`src/rtl/imem_loader.sv`:
```
// Boot-time instruction memory loader: parses a framed byte stream, writes
// big-endian 32-bit words to imem, and releases the CPU once the checksum matches.
module imem_loader #(
   parameter int ADDR_WIDTH = 8
) (
   input  logic                  Clk,
   input  logic                  Reset_n,
   input  logic [7:0]            ByteIn,
   input  logic                  ByteValid,
   output logic                  ByteReady,
   output logic                  ImemWE,
   output logic [ADDR_WIDTH-1:0] ImemAddr,
   output logic [31:0]           ImemWData,
   output logic                  CpuRun,
   output logic                  LoadErr
);

   typedef enum logic [2:0] {
      S_IDLE,
      S_LEN_HI,
      S_LEN_LO,
      S_DATA,
      S_CHECK,
      S_ERROR
   } state_t;

   localparam logic [7:0]  SYNC_BYTE = 8'hA5;
   localparam logic [16:0] MAX_WORDS = 17'(1) << ADDR_WIDTH;

   state_t                state_q, state_d;
   logic [15:0]           len_q, len_d;
   logic [ADDR_WIDTH:0]   word_cnt_q, word_cnt_d;
   logic [1:0]            byte_cnt_q, byte_cnt_d;
   logic [31:0]           data_q, data_d;
   logic [7:0]            acc_q, acc_d;
   logic                  ready_q, ready_d;
   logic                  we_q, we_d;
   logic [ADDR_WIDTH-1:0] addr_q, addr_d;
   logic [31:0]           wdata_q, wdata_d;
   logic                  run_q, run_d;
   logic                  err_q, err_d;

   logic                  xfer;
   logic                  is_sync;
   logic [15:0]           len_rx;
   logic                  len_bad;
   logic                  word_done;
   logic [ADDR_WIDTH:0]   word_inc;
   logic                  last_word;

   assign xfer      = ByteValid & ready_q;
   assign is_sync   = (ByteIn == SYNC_BYTE);
   assign len_rx    = {len_q[15:8], ByteIn};
   assign len_bad   = (len_rx == 16'd0) || ({1'b0, len_rx} > MAX_WORDS);
   assign word_done = (byte_cnt_q == 2'd3);
   assign word_inc  = word_cnt_q + 1'b1;
   // The counter is one bit wider than the address so a full-depth frame ends cleanly.
   assign last_word = (17'(word_inc) == {1'b0, len_q});

   always_ff @(posedge Clk) begin
      if (!Reset_n) state_q <= S_IDLE;
      else          state_q <= state_d;
   end

   always_comb begin
      state_d = state_q;
      case (state_q)
         S_IDLE:   if (xfer && is_sync) state_d = S_LEN_HI;
         S_LEN_HI: if (xfer) state_d = S_LEN_LO;
         S_LEN_LO: if (xfer) state_d = len_bad ? S_ERROR : S_DATA;
         S_DATA:   if (xfer && word_done && last_word) state_d = S_CHECK;
         S_CHECK:  if (xfer) state_d = (ByteIn == acc_q) ? S_IDLE : S_ERROR;
         S_ERROR:  state_d = S_IDLE;
         default:  state_d = S_IDLE;
      endcase
   end

   always_comb begin
      len_d      = len_q;
      word_cnt_d = word_cnt_q;
      byte_cnt_d = byte_cnt_q;
      data_d     = data_q;
      acc_d      = acc_q;
      we_d       = 1'b0;
      addr_d     = addr_q;
      wdata_d    = wdata_q;
      run_d      = run_q;
      err_d      = err_q;
      ready_d    = (state_d != S_ERROR);
      case (state_q)
         S_IDLE: begin
            if (xfer && is_sync) begin
               run_d = 1'b0;
               err_d = 1'b0;
            end
         end
         S_LEN_HI: begin
            if (xfer) len_d[15:8] = ByteIn;
         end
         S_LEN_LO: begin
            if (xfer) begin
               len_d[7:0] = ByteIn;
               word_cnt_d = '0;
               byte_cnt_d = '0;
               acc_d      = '0;
               if (len_bad) begin
                  err_d = 1'b1;
                  run_d = 1'b0;
               end
            end
         end
         S_DATA: begin
            if (xfer) begin
               data_d = {data_q[23:0], ByteIn};
               acc_d  = acc_q ^ ByteIn;
               if (word_done) begin
                  we_d       = 1'b1;
                  addr_d     = word_cnt_q[ADDR_WIDTH-1:0];
                  wdata_d    = {data_q[23:0], ByteIn};
                  word_cnt_d = word_inc;
                  byte_cnt_d = '0;
               end else begin
                  byte_cnt_d = byte_cnt_q + 2'd1;
               end
            end
         end
         S_CHECK: begin
            if (xfer) begin
               if (ByteIn == acc_q) begin
                  run_d = 1'b1;
               end else begin
                  err_d = 1'b1;
                  run_d = 1'b0;
               end
            end
         end
         S_ERROR: begin
            err_d = 1'b1;
            run_d = 1'b0;
         end
         default: ;
      endcase
   end

   always_ff @(posedge Clk) begin
      if (!Reset_n) begin
         len_q      <= '0;
         word_cnt_q <= '0;
         byte_cnt_q <= '0;
         data_q     <= '0;
         acc_q      <= '0;
         ready_q    <= 1'b0;
         we_q       <= 1'b0;
         addr_q     <= '0;
         wdata_q    <= '0;
         run_q      <= 1'b0;
         err_q      <= 1'b0;
      end else begin
         len_q      <= len_d;
         word_cnt_q <= word_cnt_d;
         byte_cnt_q <= byte_cnt_d;
         data_q     <= data_d;
         acc_q      <= acc_d;
         ready_q    <= ready_d;
         we_q       <= we_d;
         addr_q     <= addr_d;
         wdata_q    <= wdata_d;
         run_q      <= run_d;
         err_q      <= err_d;
      end
   end

   assign ByteReady = ready_q;
   assign ImemWE    = we_q;
   assign ImemAddr  = addr_q;
   assign ImemWData = wdata_q;
   assign CpuRun    = run_q;
   assign LoadErr   = err_q;

endmodule

```
`config.mk`:
```
export PLATFORM = sky130hd
export DESIGN_NAME = imem_loader
export DESIGN_NICKNAME = d
export VERILOG_FILES = /design/src/rtl/imem_loader.sv
export SDC_FILE = /design/constraint.sdc
export NUM_CORES = 1
export LEC_CHECK = 0
export BUFFER_PORTS_ARGS = -buffer_cell sky130_fd_sc_hd__buf_2
export CAP_MARGIN = 20
export CORE_MARGIN = 1
export CORE_UTILIZATION = 60
export CTS_CLUSTER_DIAMETER = 40
export DETAILED_ROUTE_END_ITERATION = 8
export PLACE_DENSITY = 0.92
export SKIP_CTS_REPAIR_TIMING = 1
export SLEW_MARGIN = 5
export SYNTH_ARGS = -nofsm -noshare
export SYNTH_HDL_FRONTEND = slang
export SYNTH_SLANG_ARGS = --single-unit
```
`constraint.sdc`:
```
create_clock -name Clk -period 4.1 [get_ports Clk]
set_input_delay 0.41 -clock Clk [delete_from_list [all_inputs] [get_ports Clk]]
set_output_delay 0.41 -clock Clk [all_outputs]
set_load 0.05 [all_outputs]
```
== After elaboration in Yosys (flattened, before gate mapping) ==
Cells that the tools add are included.
Storage, ports and cells
  input bits: 11
  word-level logic and storage cells: 83
  output and inout port bits: 44
  flip-flop bits (word level): 106
Cells by class
  eq/ne operators: 17
  multiplexer cells: 31
  bitwise operators: 2
  reductions and logical operators: 17
  magnitude comparators: 1
  $add $sub $neg: 2
Operators with widths (number)
  2-to-1 mux 9 bit: 3
  2-to-1 mux 3 bit: 7
  one-hot mux 9 bit (2 select lines): 1
  == test 9 x 16 -> 1 bit: 1
  > comparator 16 x 9 -> 1 bit (second input constant): 1
  zero test 16 bit: 1
  2-to-1 mux 8 bit: 2
  one-hot mux 8 bit (2 select lines): 1
  one-hot mux 3 bit (5 select lines): 1
  != test 2 bit (second input constant): 7
  2-to-1 mux 1 bit: 10
  adder 9 x 1 -> 9 bit (second input constant): 1
  AND reduction 3 bit: 3
  == test 8 bit: 1
  == test 8 bit (second input constant): 1
  one-hot mux 1 bit (4 select lines): 2
  bitwise XOR 8 bit: 1
  == test 3 x 2 -> 1 bit (second input constant): 2
  == test 3 bit (second input constant): 2
  2-to-1 mux 2 bit: 3
  AND reduction 2 bit: 3
  AND reduction 6 bit: 1
  AND reduction 5 bit: 1
  one-hot mux 2 bit (2 select lines): 1
  other kinds (11): 13

== Logic depth before layout (Yosys ltp) ==
Gate-level depths: netlist of run 1.
  depth after elaboration: 6
  mapped depth: 8
  depth with buffers taken out: 7

== Worst setup path after synthesis of run 1 ==
Ideal clock, no wire load.
  path kind: reg2reg
  start point: register ready_q, in the netlist ByteReady
  end point: register addr_q[0], in the netlist ImemAddr[0]
  slack: 2.173 ns
  arrival: 1.805 ns
  period minus slack after synthesis: 1.927 ns
  path buffers: 2
  required time: 3.977 ns
  library setup time: 0.123 ns
  cell stages (with the launch flop): 8
  cells stage by stage: dfxtp_1 nand4b_1 nor2_1 nand2_1 buf_2 clkbuf_1 nand2_1 a21boi_0
Between the ends
  longest elaborated chain between the ends: 2
Ends and longest elaborated chain
  start: declaration: line 36  | logic ready_q, ready_d;
  start signal: assignment: line 164  | ready_q <= ready_d;
  bitwise AND 1 bit: line 51  | assign xfer = ByteValid & ready_q;
  AND reduction 3 bit (no source line)
  end signal: assignment: line 166  | addr_q <= addr_d;
  end: declaration: line 38  | logic [ADDR_WIDTH-1:0] addr_q, addr_d;
Every way passes these cells.
A chain may end at the register's enable or synchronous reset.

== Worst setup path in the final report of run 1 ==
  start point: register state_q[0]
  end point: register word_cnt_q[1]
Between the ends
  longest elaborated chain between the ends: 3
  elaborated cells on any way between the ends: 8
  those cells by class: eq/ne: 5; mux: 1; reduce/logical: 2
Ends and longest elaborated chain
  start: declaration: line 30  | state_t state_q, state_d;
  start signal: assignment: line 62  | else state_q <= state_d;
  == test 3 x 2 -> 1 bit: line 90  | case (state_q)
  != test 2 bit (no source line) / nonzero test 2 bit (equally long branches)
  AND reduction 4 bit (no source line)
  end signal: assignment: line 160  | word_cnt_q <= word_cnt_d;
  end: declaration: line 32  | logic [ADDR_WIDTH:0] word_cnt_q, word_cnt_d;
Parallel ways exist; a longest one is shown, timed or not.

==> impl_metrics.toml, run 1 <==
[status]
outcome = "completed"

[power_and_ir_drop]
ir_drop_mv = 0.240
power_leakage_nw = 1.90
p_per_area_nw_per_um2 = 329

[placement]
pre_cts_ws_ns = 1.37
post-dp-hpwl_um = 6690
place.gp.congestion = 0.867
io_buffers = 54
dpl_cell_area_um2 = 4950

[final_layout]
drive_above_1_share_pct = 13.8
final_cell_area_um2 = 5130
antenna_cells = 0
nNetsFinal = 609
syn_to_final_growth_pct = 9.19

[sta]
hold_violations = 0
fmax_mhz = 352
drv_slew = 0
period_minus_slack_ns = 2.84
fin_skew_ns = 0.0104
worst_pin_slew_ns = 0.850
maxSlewHeadroom_pct = 43.3
finalWorstSetupSlack_ns = 1.26
setup_viol = 0
finalCritPeriodShare_pct = 69.4
grt_setup_unrepaired = "no"
setup_tns_ns = 0

[routing]
routedWlPerCell_um = 14.4
routed_wl_um = 10100
drtIter0Drc = 223
viasPerCell = 5.71
route.detailed.drc = 0
vias = 3995
drt_pass1_iterations = 5
antenna_left = 0

[synth]
synth.ff_latch_count = 106
synthesis.nets = 583
synth_area_um2 = 4700
synth-compound-area-share_pct = 20.2
synthCells = 570
synthSimpleGateAreaFrac_pct = 24.8
ys_warn_count = 0
synth_xor_area_share_pct = 3.17
ys.flop_type = "dfxtp_1"
ys_seq_area_share_pct = 45.2
synth.distinct_cells = 53
synth_top_family_by_area = "simple AND/OR/NAND/NOR gates"
synth-adder-area-share_pct = 0.532
synth_edf_count = 0
synth_area_per_cell_um2 = 8.24
synthArstFlopShare_pct = 0
synthMuxAreaShare_pct = 1.49

[setup_path]
r2r_start = "state_q[0]"
worstSetupPathType = "reg -> reg"
cp-endpoint = "word_cnt_q[1]"
crit_path_end_kind = "flip-flop"
path_max_fanout = 28
worstSetupStartpointType = "flip-flop"
r2r_end = "word_cnt_q[1]"
worstRegToRegCells = 7
reg2reg_slack_ns = 1.26
critPathRequiredTime_ns = 4.36
crit_start = "state_q[0]"
arrival_ns = 3.10

[job]
drv_cap = 0

[global_routing]
grt_start_max_net_pins = 63
first_global_vias = 3748
grtUsageTotal_pct = 25.3
grt_pass1_wl_um = 17000
grt_overflow_total = 0
antenna_found_initial = 0

[cts]
cts_root_buf = "clkbuf_8"
cts_buffer_depth = 2
clock_latency_ns = 0.37
cts_tree = "yes"
htree_levels = 3
path_clk_slew_ns = 0.10
numClockSinks = 106
cts_buffers = 9

[floorplanning]
initial_core_util_pct = 63.4
dieArea_um2 = 8190
fp.coreArea_um2 = 7410
die_y_um = 90.5
num_rows = 31
die_x_um = 90.5
ios = 55

[min_path]
hold_path.class = "in -> reg"
state kept, by name, summed over array words and instances (netlist names), 2 cells and up:
name        count
byte_cnt_q      2
len_q          16
ImemAddr        8
ImemWData      32
acc_q           8
data_q         24
state_q         3
word_cnt_q      9
kinds of logic (layout without fill, tap and decap cells):
group / after synthesis / after routing
muxes: 7 / 7
AOI/OAI and AO/OA: 136 / 136
xor gates and xnor gates: 17 / 17
DFF: 106 / 106
adders and majority gates: 2 / 2
and+or+nand+nor: 251 / 251
buffers and inverters: 51 / 82
through the flow:
step	hold WS (ns)	utilization (%)	total power [mW]	std cells
2_1_floorplan	0.441	-	1.09	570
3_3_place_gp	0.440	66.8	1.10	684
3_5_place_dp	0.445	66.8	1.11	684
4_1_cts	0.357	69.3	1.70	700
5_1_grt	0.367	69.3	1.75	700
6_report	0.375	69.3	1.69	700
Yosys cell counts, drive strengths merged, types with 4 or more instances:
library cell    n  area [um2]
nor3            8        45.0
dfxtp         106        2120
inv             7        26.3
buf            11        65.1
clkbuf         33         125
nand2b          5        31.3
nand3           8        40.0
nand2         161         604
xor2           11        96.3
nand4           4        25.0
nor2           16        60.1
a22oi           4        30.0
nor2b          20         125
mux2i           7        70.1
a21oi          12        60.1
xnor2           6        52.6
o21ai          27         139
and2           12        75.1
nor4            5        52.6
a21boi         75         563
routing by layer:
| layer | vias up | track usage, % | routed length (um) | part of all wire [%] |
|---|---|---|---|---|
| li1 | 1962 | - | - | - |
| met1 | 1856 | 32.1 | 4430 | 44 |
| met5 | - | 0 | 0 | 0 |
| met3 | 17 | 5.64 | 646 | 6.4 |
| met2 | 160 | 42.2 | 4880 | 48 |
| met4 | 0 | 8.47 | 119 | 1.2 |
critical path: stages, from the launching register on:
cell and delay [ns]:
dfxtp_1 0.79, inv_1 0.38, nor2_1 0.18, buf_4 0.30
nand2_1 0.45, buf_4 0.40, nand3b_1 0.12, a21boi_0 0.10
report_power, final:
part           internal (mW)  switching, mW  total [mW]  leakage, nW
registers               1.03       0.000514        1.03        0.854
logic                 0.0202         0.0324      0.0526        0.955
clock network          0.233          0.375       0.608       0.0936
total                   1.28          0.408        1.69         1.90
cell type report:
type	instances	area, um2
Tap cell	99	124
Clock buffer	9	124
Inverter	7	26.3
Fill cell	581	2280
Multi-Input combinational cell	413	2370
Clock inverter	7	61.3
Sequential cell	106	2120
Timing Repair Buffer	59	308
layout by cell type, fill, tap and decap left out, drive strengths merged, types with 10 or more instances in the layout:
master and count:
and2 12, buf 59, a21boi 75, a21oi 12, o21ai 27, nor2b 20
dfxtp 106, nand2 161, xor2 11, nor2 16, inv 10
worst min path at each step:
stage               startpoint            end  slack (ns)  cells past startpoint
floorplan           data_q[16]  ImemWData[24]        0.44                      2
global placement       LoadErr        LoadErr        0.44                      2
detailed placement     LoadErr        LoadErr        0.45                      2
CTS                  ByteIn[3]   ImemWData[3]        0.36                      3
global route         ByteIn[0]      data_q[0]        0.37                      3
finish               ByteIn[1]       len_q[1]        0.37                      3
No activity file was read; power rests on OpenSTA's default activity.
==> run 2: changes to the inputs <==
--- a/config.mk
+++ b/config.mk
@@ -8,10 +8,10 @@
 export BUFFER_PORTS_ARGS = -buffer_cell sky130_fd_sc_hd__buf_2
 export CAP_MARGIN = 20
 export CORE_MARGIN = 1
-export CORE_UTILIZATION = 60
+export CORE_UTILIZATION = 58
 export CTS_CLUSTER_DIAMETER = 40
 export DETAILED_ROUTE_END_ITERATION = 8
-export PLACE_DENSITY = 0.92
+export PLACE_DENSITY = 0.89
 export SKIP_CTS_REPAIR_TIMING = 1
 export SLEW_MARGIN = 5
 export SYNTH_ARGS = -nofsm -noshare
==> constraint.sdc (replaced) <==
create_clock -name Clk -period 2.7 [get_ports Clk]
set_input_delay 0.27 -clock Clk [delete_from_list [all_inputs] [get_ports Clk]]
set_output_delay 0.27 -clock Clk [all_outputs]
set_load 0.05 [all_outputs]
==> run 2 against run 1 <==
  * Worst hold slack lost 0.15 ns
  * Cell area is 1.3% higher
  * Sequential share of layout area shrank 0.52 points
  * Largest power group unchanged
  * First-iteration DRC count up 9.4%
  * Clock power up 68%
  * Total power rose by 57%
  * Critical endpoint is now ImemWData[4]
==> impl_metrics.toml, run 2 (synthesis gave the netlist of run 1 again) <==
[setup_path]
path_max_fanout = 25
critPathMaxStageDelay_ns = 0.62
worstSetupStartpointType = "flip-flop"
worstSetupPathType = "reg -> reg"
arrival_ns = 2.60
critPathRequiredTime_ns = 2.98
crit_path_end_kind = "flip-flop"
crit_slowest_cell = "nand2_1"
cp_cell_sequence = "nand4b_1 -> nor2_1 -> nand2_1 -> buf_4 -> nand2_1 -> a21boi_0"
worstRegToRegCells = 6
crit_path_frequent_cell = "nand2_1"
r2r_end = "ImemWData[4]"
r2r_start = "state_q[2]"
reg2reg_slack_ns = 0.38

[final_layout]
final_common_cell = "nand2_1"
antenna_cells = 0
largest_reg_flops = 32
drive_above_1_share_pct = 14.5
nNetsFinal = 614
instances_no_fill = 708
syn_to_final_growth_pct = 10.6
layout_common_cells = "nand2_1, dfxtp_1, a21boi_0"

[floorplanning]
initial_core_util_pct = 60.5
die_x_um = 92.0
ios = 55
die_y_um = 92.0
dieArea_um2 = 8470
num_rows = 32
fp.coreArea_um2 = 7770

[placement]
post-dp-hpwl_um = 7000
place.gp.congestion = 0.857
dp.cells = 692
io_buffers = 54

[routing]
vias = 3985
route.detailed.drc = 0
routed_wl_um = 10300
routedWlPerCell_um = 14.6
drt_pass1_iterations = 5
antenna_left = 0
viasPerCell = 5.63
drtIter0Drc = 244

[global_routing]
grtUsageTotal_pct = 25.7
grt_overflow_total = 0
first_global_vias = 3772
grt_pass1_wl_um = 17400
grt_start_max_net_pins = 46
antenna_found_initial = 0

[cts]
numClockSinks = 106
cts_buffer_depth = 2
cts_tree = "yes"
clock_latency_ns = 0.37
path_clk_slew_ns = 0.10
cts_buffers = 9
cts_root_buf = "clkbuf_8"
htree_levels = 3

[sta]
period_minus_slack_ns = 2.32
hold_ws_ns = 0.226
worst_pin_slew_ns = 0.834
hold_violations = 0
setup_tns_ns = 0
fmax_mhz = 431
fin_skew_ns = 0.00671
grt_setup_unrepaired = "no"
drv_slew = 0
finalCritPeriodShare_pct = 85.9
setup_viol = 0
maxSlewHeadroom_pct = 44.3

[status]
outcome = "completed"

[min_path]
hold_depth = 3
hp-start = "ByteIn[0]"
hold_path.class = "in -> reg"
min_to = "ImemWData[0]"

[power_and_ir_drop]
pwr-share-comb_pct = 3.1
p_per_area_nw_per_um2 = 512
internal-power_mw = 2.06
totalPowerFinal_mw = 2.66
ir_drop_mv = 0.395
p_clk_share_pct = 38.2
swShare_pct = 22.7
seqPwrFrac_pct = 58.8
p_switching_mw = 0.604
power_leakage_nw = 1.93

[job]
drv_cap = 0
==> run 2: changes by cell type in the layout (fill, tap and decap cells not counted), sizes merged <==
cell,before,now
bufinv,0,1
clkinv,3,1
buf,59,64
inv,10,9
clkinvlp,1,2
clkbuf,9,10
==> run 2: layout make-up <==
cell class	instances	area [um2]
Multi-Input combinational cell	413	2370
Sequential cell	106	2120
Timing Repair Buffer	64	345
Clock inverter	6	71.3
Tap cell	102	128
Fill cell	639	2570
Inverter	7	26.3
Clock buffer	10	138
==> run 2: worst max-delay path: cells and delay by family, from the launching register on <==
family,cells,cell delay [ns]
simple gates,4,0.96
flops,1,0.59
buf+inv,1,0.40
compound gates,1,0.26
==> run 2: power groups by stage <==
stage	Clock (mW)	Combinational, mW	Sequential [mW]
after floorplan	0	0.0529	1.60
after global placement	0	0.0785	1.60
after detailed placement	0	0.0795	1.60
after CTS	1.03	0.0799	1.56
after global routing	1.09	0.0867	1.56
final	1.02	0.0811	1.56
==> run 2: layer usage <==
layer  routed length [um]  global-route usage [%]  vias to the layer above  share of wire [%]
li1                     -                       -                     1969                  -
met1                 4620                    33.0                     1867                 45
met2                 4960                    43.2                      132                 48
met3                  593                    5.89                       17                5.7
met4                  144                    7.68                        0                1.4
met5                    0                       0                        -                  0
==> run 2: stage by stage <==
step / setup slack [ns] / utilization, % / instance area, um2
CTS: 0.423 / 66.9 / 5200
global placement: 0.584 / 64.2 / 4990
floorplan: 0.773 / - / 4700
global route: 0.210 / 66.9 / 5200
detailed placement: 0.448 / 64.2 / 4990
finish: 0.379 / 66.9 / 5200
==> run 2: worst max-delay path by stage <==
stage / start / end / slack (ns) / cells after the start
2_1_floorplan: ByteReady / ImemAddr[0] / 0.77 / 7
3_3_place_gp: word_cnt_q[0] / state_q[0] / 0.58 / 7
3_5_place_dp: state_q[2] / ImemWData[4] / 0.45 / 6
4_1_cts: state_q[2] / ImemWData[4] / 0.42 / 6
5_1_grt: state_q[2] / ImemWData[4] / 0.21 / 6
6_report: state_q[2] / ImemWData[4] / 0.38 / 6
